--- src/rtl/keypad_emulator.sv ---
// keypad_emulator: passive 4x4 matrix keypad model. Queued keycodes are
// "pressed" for HOLD_CYCLES clocks and released for GAP_CYCLES clocks; while
// a key is held, the active-low column scan is answered on the row lines.
module keypad_emulator #(
  parameter int HOLD_CYCLES = 600000,
  parameter int GAP_CYCLES  = 600000,
  parameter int DEPTH       = 8
) (
  input  logic       Clk,
  input  logic       reset,
  input  logic [3:0] key_code,
  input  logic       key_valid,
  output logic       key_ready,
  input  logic [3:0] col_in,
  output logic [3:0] row_out,
  output logic       busy,
  output logic       pressed,
  output logic [3:0] cur_code,
  output logic       key_done,
  output logic [7:0] press_count
);

  localparam int MAXC = (HOLD_CYCLES > GAP_CYCLES) ? HOLD_CYCLES : GAP_CYCLES;
  localparam int CW   = $clog2(MAXC + 1);
  localparam int AW   = $clog2(DEPTH);
  localparam int NW   = $clog2(DEPTH + 1);
  localparam logic [CW-1:0] HOLD_L = CW'(HOLD_CYCLES - 1);
  localparam logic [CW-1:0] GAP_L  = CW'(GAP_CYCLES - 1);
  localparam logic [NW-1:0] FULL   = NW'(DEPTH);

  typedef enum logic [1:0] {S_IDLE, S_PRESS, S_GAP} state_t;

  state_t        state, state_next;
  logic [CW-1:0] cnt, cnt_next;
  logic          pop, done;

  logic [3:0]    mem [DEPTH];
  logic [AW-1:0] wr_ptr, rd_ptr;
  logic [NW-1:0] count, count_next;
  logic          push;

  logic [1:0]    key_row, key_col;

  assign push = key_valid && key_ready;

  // FIFO occupancy after this cycle's push/pop
  always_comb begin
    count_next = count;
    if (push && !pop)      count_next = count + 1'b1;
    else if (!push && pop) count_next = count - 1'b1;
  end

  // FIFO storage; contents need no reset, the pointers/count guard them
  always_ff @(posedge Clk) begin
    if (push) mem[wr_ptr] <= key_code;
  end

  // FIFO pointers, count and registered ready (low only when full)
  always_ff @(posedge Clk or posedge reset) begin
    if (reset) begin
      wr_ptr    <= '0;
      rd_ptr    <= '0;
      count     <= '0;
      key_ready <= 1'b1;
    end else begin
      if (push) wr_ptr <= wr_ptr + 1'b1;
      if (pop)  rd_ptr <= rd_ptr + 1'b1;
      count     <= count_next;
      key_ready <= (count_next != FULL);
    end
  end

  // press/gap sequencing; one shared down-counter times both phases
  always_comb begin
    state_next = state;
    cnt_next   = cnt;
    pop        = 1'b0;
    done       = 1'b0;
    case (state)
      S_IDLE: begin
        if (count != '0) begin
          pop        = 1'b1;
          cnt_next   = HOLD_L;
          state_next = S_PRESS;
        end
      end
      S_PRESS: begin
        if (cnt == '0) begin
          cnt_next   = GAP_L;
          state_next = S_GAP;
        end else begin
          cnt_next = cnt - 1'b1;
        end
      end
      S_GAP: begin
        if (cnt == '0) begin
          done       = 1'b1;
          state_next = S_IDLE;
        end else begin
          cnt_next = cnt - 1'b1;
        end
      end
      default: state_next = S_IDLE;
    endcase
  end

  // state, counter, held keycode and completion count
  always_ff @(posedge Clk or posedge reset) begin
    if (reset) begin
      state       <= S_IDLE;
      cnt         <= '0;
      cur_code    <= '0;
      press_count <= '0;
    end else begin
      state <= state_next;
      cnt   <= cnt_next;
      if (pop)  cur_code    <= mem[rd_ptr];
      if (done) press_count <= press_count + 1'b1;
    end
  end

  assign pressed  = (state == S_PRESS);
  assign key_done = done;
  assign busy     = (state != S_IDLE) || (count != '0);

  // fixed keymap: cur_code -> (row, col)
  always_comb begin
    key_row = 2'd0;
    key_col = 2'd0;
    case (cur_code)
      4'h1: begin key_row = 2'd0; key_col = 2'd0; end
      4'h2: begin key_row = 2'd0; key_col = 2'd1; end
      4'h3: begin key_row = 2'd0; key_col = 2'd2; end
      4'hA: begin key_row = 2'd0; key_col = 2'd3; end
      4'h4: begin key_row = 2'd1; key_col = 2'd0; end
      4'h5: begin key_row = 2'd1; key_col = 2'd1; end
      4'h6: begin key_row = 2'd1; key_col = 2'd2; end
      4'hB: begin key_row = 2'd1; key_col = 2'd3; end
      4'h7: begin key_row = 2'd2; key_col = 2'd0; end
      4'h8: begin key_row = 2'd2; key_col = 2'd1; end
      4'h9: begin key_row = 2'd2; key_col = 2'd2; end
      4'hC: begin key_row = 2'd2; key_col = 2'd3; end
      4'h0: begin key_row = 2'd3; key_col = 2'd0; end
      4'hF: begin key_row = 2'd3; key_col = 2'd1; end
      4'hE: begin key_row = 2'd3; key_col = 2'd2; end
      4'hD: begin key_row = 2'd3; key_col = 2'd3; end
      default: begin key_row = 2'd0; key_col = 2'd0; end
    endcase
  end

  // passive switch: zero-latency path from column drive to row sense
  always_comb begin
    row_out = 4'hF;
    if (pressed && !col_in[key_col]) row_out[key_row] = 1'b0;
  end

endmodule

--- config.mk ---
export PLATFORM = sky130hd
export DESIGN_NAME = keypad_emulator
export DESIGN_NICKNAME = d
export VERILOG_FILES = /design/src/rtl/keypad_emulator.sv
export SDC_FILE = /design/constraint.sdc
export NUM_CORES = 1
export LEC_CHECK = 0
export ABC_AREA = 1
export CAP_MARGIN = 20
export CORE_MARGIN = 2
export CORE_UTILIZATION = 30
export DETAILED_ROUTE_END_ITERATION = 6
export GPL_TIMING_DRIVEN = 0
export SKIP_CTS_REPAIR_TIMING = 1
export SYNTH_ARGS = -nofsm -noshare
export SYNTH_HDL_FRONTEND = slang
export SYNTH_SLANG_ARGS = --single-unit
export TNS_END_PERCENT = 1
--- constraint.sdc ---
create_clock -name Clk -period 4.08 [get_ports Clk]
set_clock_uncertainty 0.2 [all_clocks]
set_input_delay 1.02 -clock Clk [delete_from_list [all_inputs] [get_ports Clk]]
set_output_delay 1.02 -clock Clk [all_outputs]
set_load 0.02 [all_outputs]
==> impl_metrics.csv <==
group,metric,value,unit
run_status,status,"completed",
global_routing,met2_usage,0.213,
global_routing,grt_pass1_wl,15200,µm
synth,ys_types,35,
place,io_buffer_count,30,
global_routing,grt_pass1_vias,3266,
synth,synth.net_count,529,
worst_setup_path,required,2.86,ns
clock_network,clock_sinks,77,
place,pre_cts_ws,0.416,ns
sta,setup_viol,0,
synth,synthFlopType,"dfrtp_1",
synth,synth_top_area_frac,0.261,
global_routing,grt.met3_usage,0.0242,
run,maxCapViolCount,0,
detailed_routing,drt_first_pass_iters,4,
sta,max_slew_margin,0.710,
synth,ys_top_cells_by_count,"nand2_1 (106), nor2_1 (82), inv_1 (54), o21ai_0 (45), dfrtp_1 (44)",
worst_setup_path,cp_slowest_stage_delay,0.61,ns
power_and_ir_drop,p_per_area,403,nW/µm²
sta,setup_ws,0.412,ns
floorplan,die_w,123,µm
clock_network,cts_tree,"done",
detailed_routing,avgRoutedWirePerCell,12.2,µm
floorplan,die_h,123,µm
sta,clock.fmax,273,MHz
power_and_ir_drop,vdd_drop_max,0.187,mV
sta,setup_tns,0,ns
power_and_ir_drop,p_leak,2.17,nW
floorplan,pin_count,31,
synth,synthTopCellsByArea,"dfrtp_1 (26%), edfxtp_1 (23%), nand2_1 (9.4%), nor2_1 (7.3%), o21ai_0 (5.3%)",
cells_and_area,final_layout_size_suffix_gt1_frac,0.0973,
detailed_routing,drc,0,
clock_network,htree_levels,3,
synth,yosysWarnings,0,
synth,synth_edf_count,32,
synth,ys_seq_area_frac,0.494,
floorplan,die_area,15000,µm²
cells_and_area,area_growth,20.6,%
detailed_routing,via_per_inst,4.61,
floorplan,initial_utilization,0.306,
worst_setup_path,cpMaxStageDelayCell,"clkdlybuf4s50_1",
power_and_ir_drop,totalPowerFinal,2.05,mW
clock_network,cts-buffers-inserted,9,
sta,worstMarginPinSlew,0.435,ns
clock_network,clk_latency,0.34,ns
sta,fin_crit_sh,0.899,
clock_network,clk_pin_slew,0.06,ns
worst_setup_path,path_cells,"clkdlybuf4s50_1, inv_1, nand2_1, o211ai_1, nand4_1, clkdlybuf4s50_1",
synth,synthArstFlopShare,0.584,
synth,syn_area,4230,µm²
place,hpwl,6600,µm
global_routing,antenna_found_initial,0,
floorplan,core_region_area,13800,µm²
sta,rsz0062_at_grt,"no",
worst_setup_path,worst_setup_path_end_kind,"primary output",
worst_setup_path,worstPathMaxFanout,4,
detailed_routing,drt_iter0_drc,187,
cells_and_area,design_area,5100,µm²
global_routing,top_usage_layer,"met2",
cells_and_area,n_antenna_cell,0,
worst_setup_path,crit_type,"in2out",
floorplan,std_cell_rows,43,
clock_network,cts-root-buf,"clkbuf_16",
sta,final_max_slew_viol_count,0,
sta,fin_crit,3.67,ns
global_routing,grt_overflow_total,0,
worst_setup_path,crit_arrival,2.45,ns
min_path,hold_class,"reg2reg",
worst_setup_path,cp_common_cell,"clkdlybuf4s50_1",
place,place_congestion,0.854,
synth,ys_ff_latch,77,
synth,synth_area_leader_cell,"dfrtp_1",
synth,synth.avg_cell_area,8.32,µm²
worst_setup_path,worstSetupStartpointType,"primary input",
detailed_routing,ant_nets,0,
global_routing,use_met1,0.165,
cells_and_area,final_nets,571,
place,place_area,4770,µm²
sta,whs,0.275,ns
sta,finalHoldViolations,0,
synth,synth.most_common_cell,"nand2_1",
global_routing,grt_use_total,0.128,
synth,synth_cells,508,
detailed_routing,vias,3386,
detailed_routing,wl,8980,µm
clock_network,clockBufferDepth,2,
global_routing,grt_max_degree,41,
cells_and_area,fillers,1368,
-- cell type report --
cell class              instances  area (µm²)  area share
flip-flops and latches         77        2090       0.410
multi-input cells             359        1850       0.363
repair buffers                 31         320      0.0629
clock buffers                  11         243      0.0476
inverters                      62         233      0.0457
well taps                     180         225      0.0442
clock inverters                 5        82.6      0.0162
plain buffers                  10        52.6      0.0103
-- sequential cells by signal, indices dropped and copies added (netlist names) --
register,cells
count,4
cur_code,4
press_count,8
state,2
cnt,20
rd_ptr,3
wr_ptr,3
key_ready,1
mem,32
-- layout by cell type (no fill, tap or decap), types with 7 or more instances in the layout --
master           instances
inv_1                   53
o211ai_1                 9
nand3_1                 29
nand4_1                 11
clkdlybuf4s50_1         30
nand2_1                106
xor2_1                  10
ha_1                    10
o21ai_0                 45
clkbuf_16                9
nor3_1                   9
nor2_1                  82
edfxtp_1                32
a21oi_1                  7
dfrtp_1                 44
-- kinds of logic after synthesis --
kind of cell | share of synthesized area
and+or+nand+nor | 0.282
DFF | 0.494
buffers and inverters | 0.0675
AOI/OAI and AO/OA | 0.0959
xor gates and xnor gates | 0.0311
adders and majority gates | 0.0296
-- per-stage QoR --
stage | cells | util
detailed placement | 719 | 0.345
floorplan | 508 | -
global route | 735 | 0.369
CTS | 735 | 0.369
finish | 735 | 0.369
global placement | 718 | 0.344
-- worst paths after layout --
kind	start	endpoint	slack [ns]	depth (start not counted)
max	col_in[0]	row_out[1]	0.41	6
min	press_count[7]	press_count[7]	0.27	1
max reg2reg	state[1]	cnt[9]	1.83	12
min reg2reg	press_count[7]	press_count[7]	0.27	1
max in group asynchronous	reset	key_ready	2.46	3
min in group asynchronous	reset	cur_code[1]	0.70	2
-- per-layer routing --
| layer | up-vias | wire length (µm) |
|---|---|---|
| met4 | 0 | 127 |
| met3 | 8 | 259 |
| met1 | 1591 | 4300 |
| li1 | 1746 | - |
| met2 | 41 | 4290 |
| met5 | - | 0 |
-- report_power, final --
| group | switching (mW) | total (mW) | internal [mW] |
|---|---|---|---|
| Combinational | 0.153 | 0.241 | 0.0885 |
| Clock | 0.323 | 0.878 | 0.555 |
| Sequential | 0.0397 | 0.932 | 0.892 |
-- critical path, delay by kind of cell --
family	cells	cell delay, ns
buffers and inverters	3	1.10
and+or+nand+nor	2	0.19
AOI/OAI and AO/OA	1	0.14
(Power assumes the default switching activity.)
